[src/rtl/mc_ctrl_pkg.sv]
// mc_ctrl_pkg: shared state/class encodings and default widths for the multicycle control unit
package mc_ctrl_pkg;
    localparam int ALU_OP_W_DEF    = 4;
    localparam int SHIFT_OP_W_DEF  = 3;
    localparam int MEM_TIMEOUT_DEF = 15;
    localparam int CNT_W           = 8;
    typedef enum logic [3:0] {
        ST_IDLE   = 4'd0,
        ST_FETCH  = 4'd1,
        ST_DECODE = 4'd2,
        ST_READ   = 4'd3,
        ST_EXEC   = 4'd4,
        ST_WB     = 4'd5,
        ST_MEM    = 4'd6,
        ST_MEM_WB = 4'd7,
        ST_BRANCH = 4'd8,
        ST_ABORT  = 4'd9
    } state_t;
    typedef enum logic [1:0] {
        CLS_DP     = 2'b00,
        CLS_LOAD   = 2'b01,
        CLS_STORE  = 2'b10,
        CLS_BRANCH = 2'b11
    } cls_t;
endpackage

[src/rtl/mem_timeout_counter.sv]
// mem_timeout_counter: counts stalled memory cycles; hit marks the last stall cycle allowed
module mem_timeout_counter
    import mc_ctrl_pkg::*;
#(
    parameter int LIMIT = MEM_TIMEOUT_DEF
) (
    input  logic clk,
    input  logic rst,
    input  logic clear,
    input  logic enable,
    output logic hit
);
    logic [CNT_W-1:0] cnt;
    always_ff @(posedge clk or negedge rst) begin
        if (!rst)
            cnt <= '0;
        else if (clear)
            cnt <= '0;
        else if (enable)
            cnt <= cnt + 1'b1;
    end
    // enable already excludes ack cycles, so an ack in the final cycle wins
    assign hit = enable && (cnt == CNT_W'(LIMIT - 1));
endmodule

[src/rtl/mc_control_unit.sv]
// mc_control_unit: multicycle datapath sequencer; outputs are registered from the next state
module mc_control_unit
    import mc_ctrl_pkg::*;
#(
    parameter int ALU_OP_W    = ALU_OP_W_DEF,
    parameter int SHIFT_OP_W  = SHIFT_OP_W_DEF,
    parameter int MEM_TIMEOUT = MEM_TIMEOUT_DEF
) (
    input  logic                  clk,
    input  logic                  rst,
    input  logic                  ir_valid,
    input  logic                  cond_pass,
    input  logic [1:0]            instr_class,
    input  logic                  rm_imm_s,
    input  logic [1:0]            rs_imm_s,
    input  logic [SHIFT_OP_W-1:0] shift_op,
    input  logic [ALU_OP_W-1:0]   alu_op,
    input  logic                  s_bit,
    input  logic                  link,
    input  logic                  mem_ack,
    output logic                  write_pc,
    output logic                  write_ir,
    output logic                  write_reg,
    output logic [2:0]            ld_abc,
    output logic                  lf,
    output logic                  s_ctrl,
    output logic                  rm_imm_s_ctrl,
    output logic [1:0]            rs_imm_s_ctrl,
    output logic [SHIFT_OP_W-1:0] shift_op_ctrl,
    output logic [ALU_OP_W-1:0]   alu_op_ctrl,
    output logic                  mem_req,
    output logic                  mem_we,
    output logic                  pc_src,
    output logic                  reg_dst_lr,
    output logic                  abort,
    output logic [3:0]            state_o
);
    state_t     state, nxt;
    cls_t       cls_q;
    logic       link_q, hit;
    logic       write_pc_d, write_ir_d, write_reg_d, lf_d, mem_req_d, mem_we_d;
    logic       pc_src_d, reg_dst_lr_d, abort_d;
    logic [2:0] ld_abc_d;

    mem_timeout_counter #(.LIMIT(MEM_TIMEOUT)) u_wait_cnt (
        .clk    (clk),
        .rst    (rst),
        .clear  (state != ST_MEM),
        .enable (state == ST_MEM && !mem_ack),
        .hit    (hit)
    );

    always_ff @(posedge clk or negedge rst) begin
        if (!rst)
            state <= ST_IDLE;
        else
            state <= nxt;
    end

    always_comb begin
        nxt = state;
        case (state)
            ST_IDLE:   nxt = ST_FETCH;
            ST_FETCH:  nxt = ir_valid ? ST_DECODE : ST_FETCH;
            ST_DECODE: nxt = cond_pass ? ST_READ : ST_FETCH;
            ST_READ:   nxt = ST_EXEC;
            ST_EXEC:   nxt = cls_q == CLS_DP ? ST_WB : cls_q == CLS_BRANCH ? ST_BRANCH : ST_MEM;
            ST_MEM:    nxt = mem_ack ? (cls_q == CLS_LOAD ? ST_MEM_WB : ST_FETCH) : hit ? ST_ABORT : ST_MEM;
            default:   nxt = ST_FETCH;
        endcase
    end

    // cls_q/link_q are captured on EXEC entry, so lf must look at the live class
    always_comb begin
        write_pc_d   = nxt == ST_DECODE || nxt == ST_BRANCH;
        write_ir_d   = nxt == ST_DECODE;
        write_reg_d  = nxt == ST_WB || nxt == ST_MEM_WB || (nxt == ST_BRANCH && link_q);
        ld_abc_d     = {3{nxt == ST_READ}};
        lf_d         = nxt == ST_EXEC && instr_class == CLS_DP;
        mem_req_d    = nxt == ST_MEM;
        mem_we_d     = nxt == ST_MEM && cls_q == CLS_STORE;
        pc_src_d     = nxt == ST_BRANCH;
        reg_dst_lr_d = nxt == ST_BRANCH && link_q;
        abort_d      = nxt == ST_ABORT;
    end

    always_ff @(posedge clk or negedge rst) begin
        if (!rst) begin
            write_pc      <= 1'b0;
            write_ir      <= 1'b0;
            write_reg     <= 1'b0;
            ld_abc        <= '0;
            lf            <= 1'b0;
            mem_req       <= 1'b0;
            mem_we        <= 1'b0;
            pc_src        <= 1'b0;
            reg_dst_lr    <= 1'b0;
            abort         <= 1'b0;
            cls_q         <= CLS_DP;
            link_q        <= 1'b0;
            s_ctrl        <= 1'b0;
            rm_imm_s_ctrl <= 1'b0;
            rs_imm_s_ctrl <= '0;
            shift_op_ctrl <= '0;
            alu_op_ctrl   <= '0;
        end else begin
            write_pc   <= write_pc_d;
            write_ir   <= write_ir_d;
            write_reg  <= write_reg_d;
            ld_abc     <= ld_abc_d;
            lf         <= lf_d;
            mem_req    <= mem_req_d;
            mem_we     <= mem_we_d;
            pc_src     <= pc_src_d;
            reg_dst_lr <= reg_dst_lr_d;
            abort      <= abort_d;
            if (nxt == ST_EXEC) begin
                cls_q         <= cls_t'(instr_class);
                link_q        <= link;
                s_ctrl        <= s_bit;
                rm_imm_s_ctrl <= rm_imm_s;
                rs_imm_s_ctrl <= rs_imm_s;
                shift_op_ctrl <= shift_op;
                alu_op_ctrl   <= alu_op;
            end
        end
    end

    assign state_o = state;
endmodule

[config.mk]
export PLATFORM = sky130hd
export DESIGN_NAME = mc_control_unit
export DESIGN_NICKNAME = d
export VERILOG_FILES = /design/src/rtl/mc_ctrl_pkg.sv /design/src/rtl/mem_timeout_counter.sv /design/src/rtl/mc_control_unit.sv
export SDC_FILE = /design/constraint.sdc
export NUM_CORES = 1
export LEC_CHECK = 0
export CORE_MARGIN = 5
export CORE_UTILIZATION = 35
export DETAILED_ROUTE_END_ITERATION = 7
export SYNTH_ARGS = -nofsm -noshare
export SYNTH_HDL_FRONTEND = slang
export SYNTH_HIERARCHICAL = 1
export SYNTH_SLANG_ARGS = --single-unit
[constraint.sdc]
create_clock -name clk -period 3.1 [get_ports clk]
set_input_delay 0.465 -clock clk [delete_from_list [all_inputs] [get_ports clk]]
set_output_delay 0.465 -clock clk [all_outputs]
set_load 0.1 [all_outputs]
==> impl_metrics.ini <==
[status]
status = finished, final reports clean

[routing]
drt_iter0_drc = 95
wl_per_cell_um = 13.8
drt-total-wl_mm = 3.47
firstDrtPassIters = 4
vias_per_cell = 4.70
ant_nets = 0
vias = 1184
drc = 0

[layout]
top_register = u_wait_cnt/cnt
syn_to_final_growth_pct = 33.4
finish.instance_area_sq_um = 2260
seq_area_sq_um = 906
largest_register_ffs = 8
final_nets = 209
multi_input_area_sq_um = 726
diodes = 0
drive_gt1_share_pct = 35.1
fillCellCount = 424

[global_routing]
grt-ovfl-total = 0
grt_pass1_vias = 1180
antenna_found_initial = 0
grt_start_max_net_pins = 37
grt_pass1_wl_mm = 5.60
grt_usage_pct = 11.4

[synth]
synthArstFlopShare_pct = 100
ys_seq_area_share_pct = 53.1
syn_area_per_cell_sq_um = 12.6
ys_ff_latch = 36
yosysWarnings = 6
syn-instance-count = 135
synthFlopType = dfrtp_1
synth_cell_types = 42
netlist_area_sq_um = 1700
synth_nets = 160
synth_edf_count = 0

[placement]
placed_area_sq_um = 2150
dpl.hpwl_mm = 2.59
gp_congestion = 0.816
portBuffers = 45

[worst_setup_path]
worst_setup_path_start_kind = register
crit_fanout = 15
worstRegToRegCells = 12
arrival_ps = 3020
critical_path_class = reg2reg
end_kind = register
critPathRequiredTime_ps = 3270

[timing]
hold_ws_ps = 258
rsz0062_at_grt = no
final-max-slew-violation-count = 0
finalSetupViolations = 0
worst_slew_pin_slew_ps = 793
fmax_mhz = 352
tns_ps = 0
hold_viol = 0
min_period_over_period_pct = 91.8
skew_ps = 5.67
slew_headroom_pct = 47.1
period_needed_ps = 2840

[clock_network]
post-cts-setup-buffers = 0
clk_pin_slew_worst_paths_ps = 70
cts-buffers-inserted = 5
cts_tree = done
clk_path_buf_depth = 2
cts-root-buf = clkbuf_8
worstSkewPairLatency_ps = 290
cts_max_level = 2
cts.sinks = 36

[run]
cap_violations = 0

[die]
row_count = 25
start_util_pct = 35.9
die_w_um = 79.6
core_sq_um = 4720
die_area_sq_um = 6340
die_h_um = 79.6
io_pins = 46

[hold_path]
min_path_type = in2async
[cell usage after synthesis, types with 2 or more instances]
cell	n	area, sq um
o211ai_1	2	15.0
nand3b_1	4	30.0
ha_1	6	75.1
or3_1	3	18.8
dfrtp_1	36	901
mux2_2	5	56.3
a21oi_1	4	20.0
and2_1	2	12.5
nor2_1	7	26.3
nand2_1	2	7.51
inv_1	6	22.5
or4b_1	2	20.0
nand4_1	3	18.8
nor2b_1	2	12.5
nand2b_1	4	25.0
nor3_1	5	25.0
nand3_1	2	10.0
mux2_4	9	135
xor2_1	3	26.3
buf_4	3	22.5
o21ai_0	4	20.0
[cell families after synthesis]
logic type,after synthesis,synth area share (%)
adder cells (fa/ha/maj),6,4.43
buffers and inverters,12,4.35
flip-flops,36,53.1
AND/OR/NAND/NOR,43,16.4
multiplexers,14,11.3
XOR/XNOR,4,2.07
AO/OA/AOI/OAI,20,8.34
[per-stage QoR]
| step | setup slack (ps) | util, % | instances |
|---|---|---|---|
| 6_report | 255 | 47.9 | 252 |
| 5_1_grt | 25.8 | 47.9 | 252 |
| 3_3_place_gp | 260 | 45.4 | 244 |
| 3_5_place_dp | 176 | 45.4 | 244 |
| 2_1_floorplan | 7.88 | - | 135 |
| 4_1_cts | 171 | 47.8 | 252 |
[final timing paths]
| kind | startpoint | end | slack [ps] |
|---|---|---|---|
| max in group asynchronous | rst | state_o[1]$_DFF_PN0_ | 2280 |
| hold / removal | rst | u_wait_cnt/cnt[7]$_DFFE_PN0P_ | 260 |
| min in group clk | link_q$_DFFE_PN0N_ | link_q$_DFFE_PN0N_ | 510 |
| setup reg to reg | state_o[0]$_DFF_PN0_ | cls_q[0]$_DFFE_PN0N_ | 260 |
| hold reg to reg | link_q$_DFFE_PN0N_ | link_q$_DFFE_PN0N_ | 510 |
| setup / recovery | state_o[0]$_DFF_PN0_ | cls_q[0]$_DFFE_PN0N_ | 260 |
[area by class of cell]
class                   count  area share, %
inverters                   6          0.996
well taps                  67           3.71
multi-input cells          87           32.1
clock inverters             3           1.88
repair buffers             48           18.3
flip-flops and latches     36           40.0
clock buffers               5           3.04
[routing by layer]
| layer | up-vias | global-route usage [%] | share of wire [%] |
|---|---|---|---|
| met2 | 31 | 17.4 | 48 |
| met1 | 576 | 15.1 | 46 |
| met5 | - | 0 | 0 |
| met3 | 2 | 2.60 | 5.2 |
| met4 | 0 | 5.15 | 0.69 |
| li1 | 575 | - | - |
[critical path, cell delays in order (launching register included)]
cell and delay (ps):
dfrtp_2 450, and2b_1 240, and2_1 190, nand2_1 80
nor2_1 160, nand3_1 150, nor3_2 230, nand2b_1 110
a31oi_1 220, o21ai_1 150, nor3_4 230, buf_12 190
mux2_2 340
[what timing repair did]
| item | CTS | global route |
|---|---|---|
| setup endpoints to repair | 0 | 14 |
| resized for setup | 0 | 1 |
| hold buffers | 0 | 0 |
[cells in the final DEF (no fill, tap or decap), drive strengths merged, types with 2 or more instances in the layout]
cell type / netlist / routed
or4b: 2 / 2
clkdlybuf4s50: 0 / 17
inv: 6 / 6
o21ai: 5 / 5
nor2b: 2 / 2
ha: 6 / 6
nor2: 7 / 7
and2: 2 / 2
xor2: 3 / 3
nand2b: 4 / 4
or3: 3 / 3
buf: 5 / 31
nand3b: 4 / 4
clkbuf: 1 / 5
mux2: 14 / 14
o211ai: 2 / 2
nor3: 6 / 6
nand3: 2 / 2
nor3b: 2 / 2
nand4: 4 / 4
a21oi: 5 / 5
nand2: 2 / 2
dfrtp: 36 / 36
Power is not shown: default switching activity piles up to over one toggle a cycle in this logic, so the estimate is an artifact.
==> RTL edit: new RTL, same settings <==
The package constant `SHIFT_OP_W_DEF` goes from 3 to 6.
--- a/src/rtl/mc_ctrl_pkg.sv
+++ b/src/rtl/mc_ctrl_pkg.sv
@@ -2,5 +2,5 @@
 package mc_ctrl_pkg;
     localparam int ALU_OP_W_DEF    = 4;
-    localparam int SHIFT_OP_W_DEF  = 3;
+    localparam int SHIFT_OP_W_DEF  = 6;
     localparam int MEM_TIMEOUT_DEF = 15;
     localparam int CNT_W           = 8;
Interface: changed (resized shift_op and shift_op_ctrl); port bits go from 46 to 52. The function was not compared with the original's and may differ.
==> RTL edit against the unedited design <==
Routed wire length grew 3.9%; first-iteration DRC count grew 83%; worst setup slack better by 0.068 ns; sequential cell count is 3 higher; final area is 4.5% higher; largest cell class unchanged; critical endpoint is now alu_op_ctrl[0]; die area grew 5.3%; utilization fell by 1.0 points; synthesized area grew 6.1%.
Power is left out: the tool's default activity adds up to more than one toggle a clock period on the data nets, which glitch-free logic cannot reach.
==> RTL edit: results (changes against the unedited design) <==
| Metric | Value |
|---|---|
| Filler cells | `475 (was 424)` |
| Number of distinct library cells after synthesis | `38 (was 42)` |
| Vias in the first global route | `1304 (was 1180)` |
| Register area share after synthesis | `54.3% (was 53.1%)` |
| Area contributors post-synth | `dfrtp_1, mux2_4, mux2_2 (was dfrtp_1, mux2_4, ha_1)` |
| Non-filler cells, final | `269 (was 252)` |
| Largest net degree at the start of global routing | `40 (was 37)` |
| Max Fclk | `360 MHz (was 352 MHz)` |
| Reg2reg setup slack | `0.32 ns (was 0.26 ns)` |
| Reg-to-Reg Start | `u_wait_cnt/cnt[0] (was state_o[0])` |
| Reg2reg path depth | `9 (was 12)` |
| 1st-iter DRT viols | `174 (was 95)` |
| Worst slew pin tran | `0.859 ns (was 0.793 ns)` |
| Outcome | `completed (unchanged)` |
| Mean Syn Cell Area | `12.3 um^2 (was 12.6 um^2)` |
| Reg-to-Reg End | `alu_op_ctrl[0] (was cls_q[0])` |
| Post-DP Area | `2280 um^2 (was 2150 um^2)` |
| Share of cells above drive strength 1 | `34.2% (was 35.1%)` |
| Via density | `4.66 (was 4.70)` |
| Nets | `226 (was 209)` |
| Placement Setup Slack | `0.173 ns (was 0.176 ns)` |
| Layout Skew | `0.00803 ns (was 0.00567 ns)` |
| Top cells by count, synth | `dfrtp_1, nor2_1, mux2_4 (was dfrtp_1, mux2_4, nor2_1)` |
| Crit-path slowest cell | `or4b_1 (was dfrtp_2)` |
| DP HPWL | `2.72 mm (was 2.59 mm)` |
| RD Place Congestion | `0.829 (was 0.816)` |
[RTL edit: how the worst max path moves through the flow]
stage                                  from          endpoint  cells after the start
after floorplan                  state_o[0]    alu_op_ctrl[0]                     13
after global routing      u_wait_cnt/cnt[0]    alu_op_ctrl[0]                      9
after CTS                 u_wait_cnt/cnt[0]    alu_op_ctrl[0]                      9
final                     u_wait_cnt/cnt[0]    alu_op_ctrl[0]                      9
after global placement              mem_ack  shift_op_ctrl[0]                      9
after detailed placement            mem_ack     rm_imm_s_ctrl                      9
[RTL edit: cell type report]
type	instances	area share [%]
Tap cell	70	3.71
Timing Repair Buffer	53	18.8
Clock inverter	2	0.529
Clock buffer	6	3.07
Multi-Input combinational cell	91	31.1
Inverter	8	1.27
Sequential cell	39	41.5
[RTL edit: kinds of logic (layout without fill, tap and decap cells)]
family / count (synthesis) / in the layout / synth area share [%]
flops: 39 / 39 / 54.3
simple gates: 46 / 46 / 14.6
fa+ha+maj: 6 / 6 / 4.18
xor+xnor: 4 / 4 / 1.95
mux: 18 / 18 / 13.1
buf+inv: 16 / 69 / 4.87
compound gates: 17 / 17 / 7.03
[RTL edit: layer usage]
metal,up-vias,global-route usage (%),wire [um]
met5,-,0,0
li1,605,-,-
met1,590,15.5,1610
met2,52,18.9,1620
met4,0,3.99,52
met3,6,4.39,317
[RTL edit: worst register-to-register path: stages (launching register included)]
cell      delay, ns
dfrtp_1        0.45
inv_1          0.09
ha_1           0.15
or4b_1         0.46
nor3_1         0.18
nor2b_1        0.20
a211o_1        0.20
o221a_2        0.28
nand3b_4       0.27
mux2_4         0.39
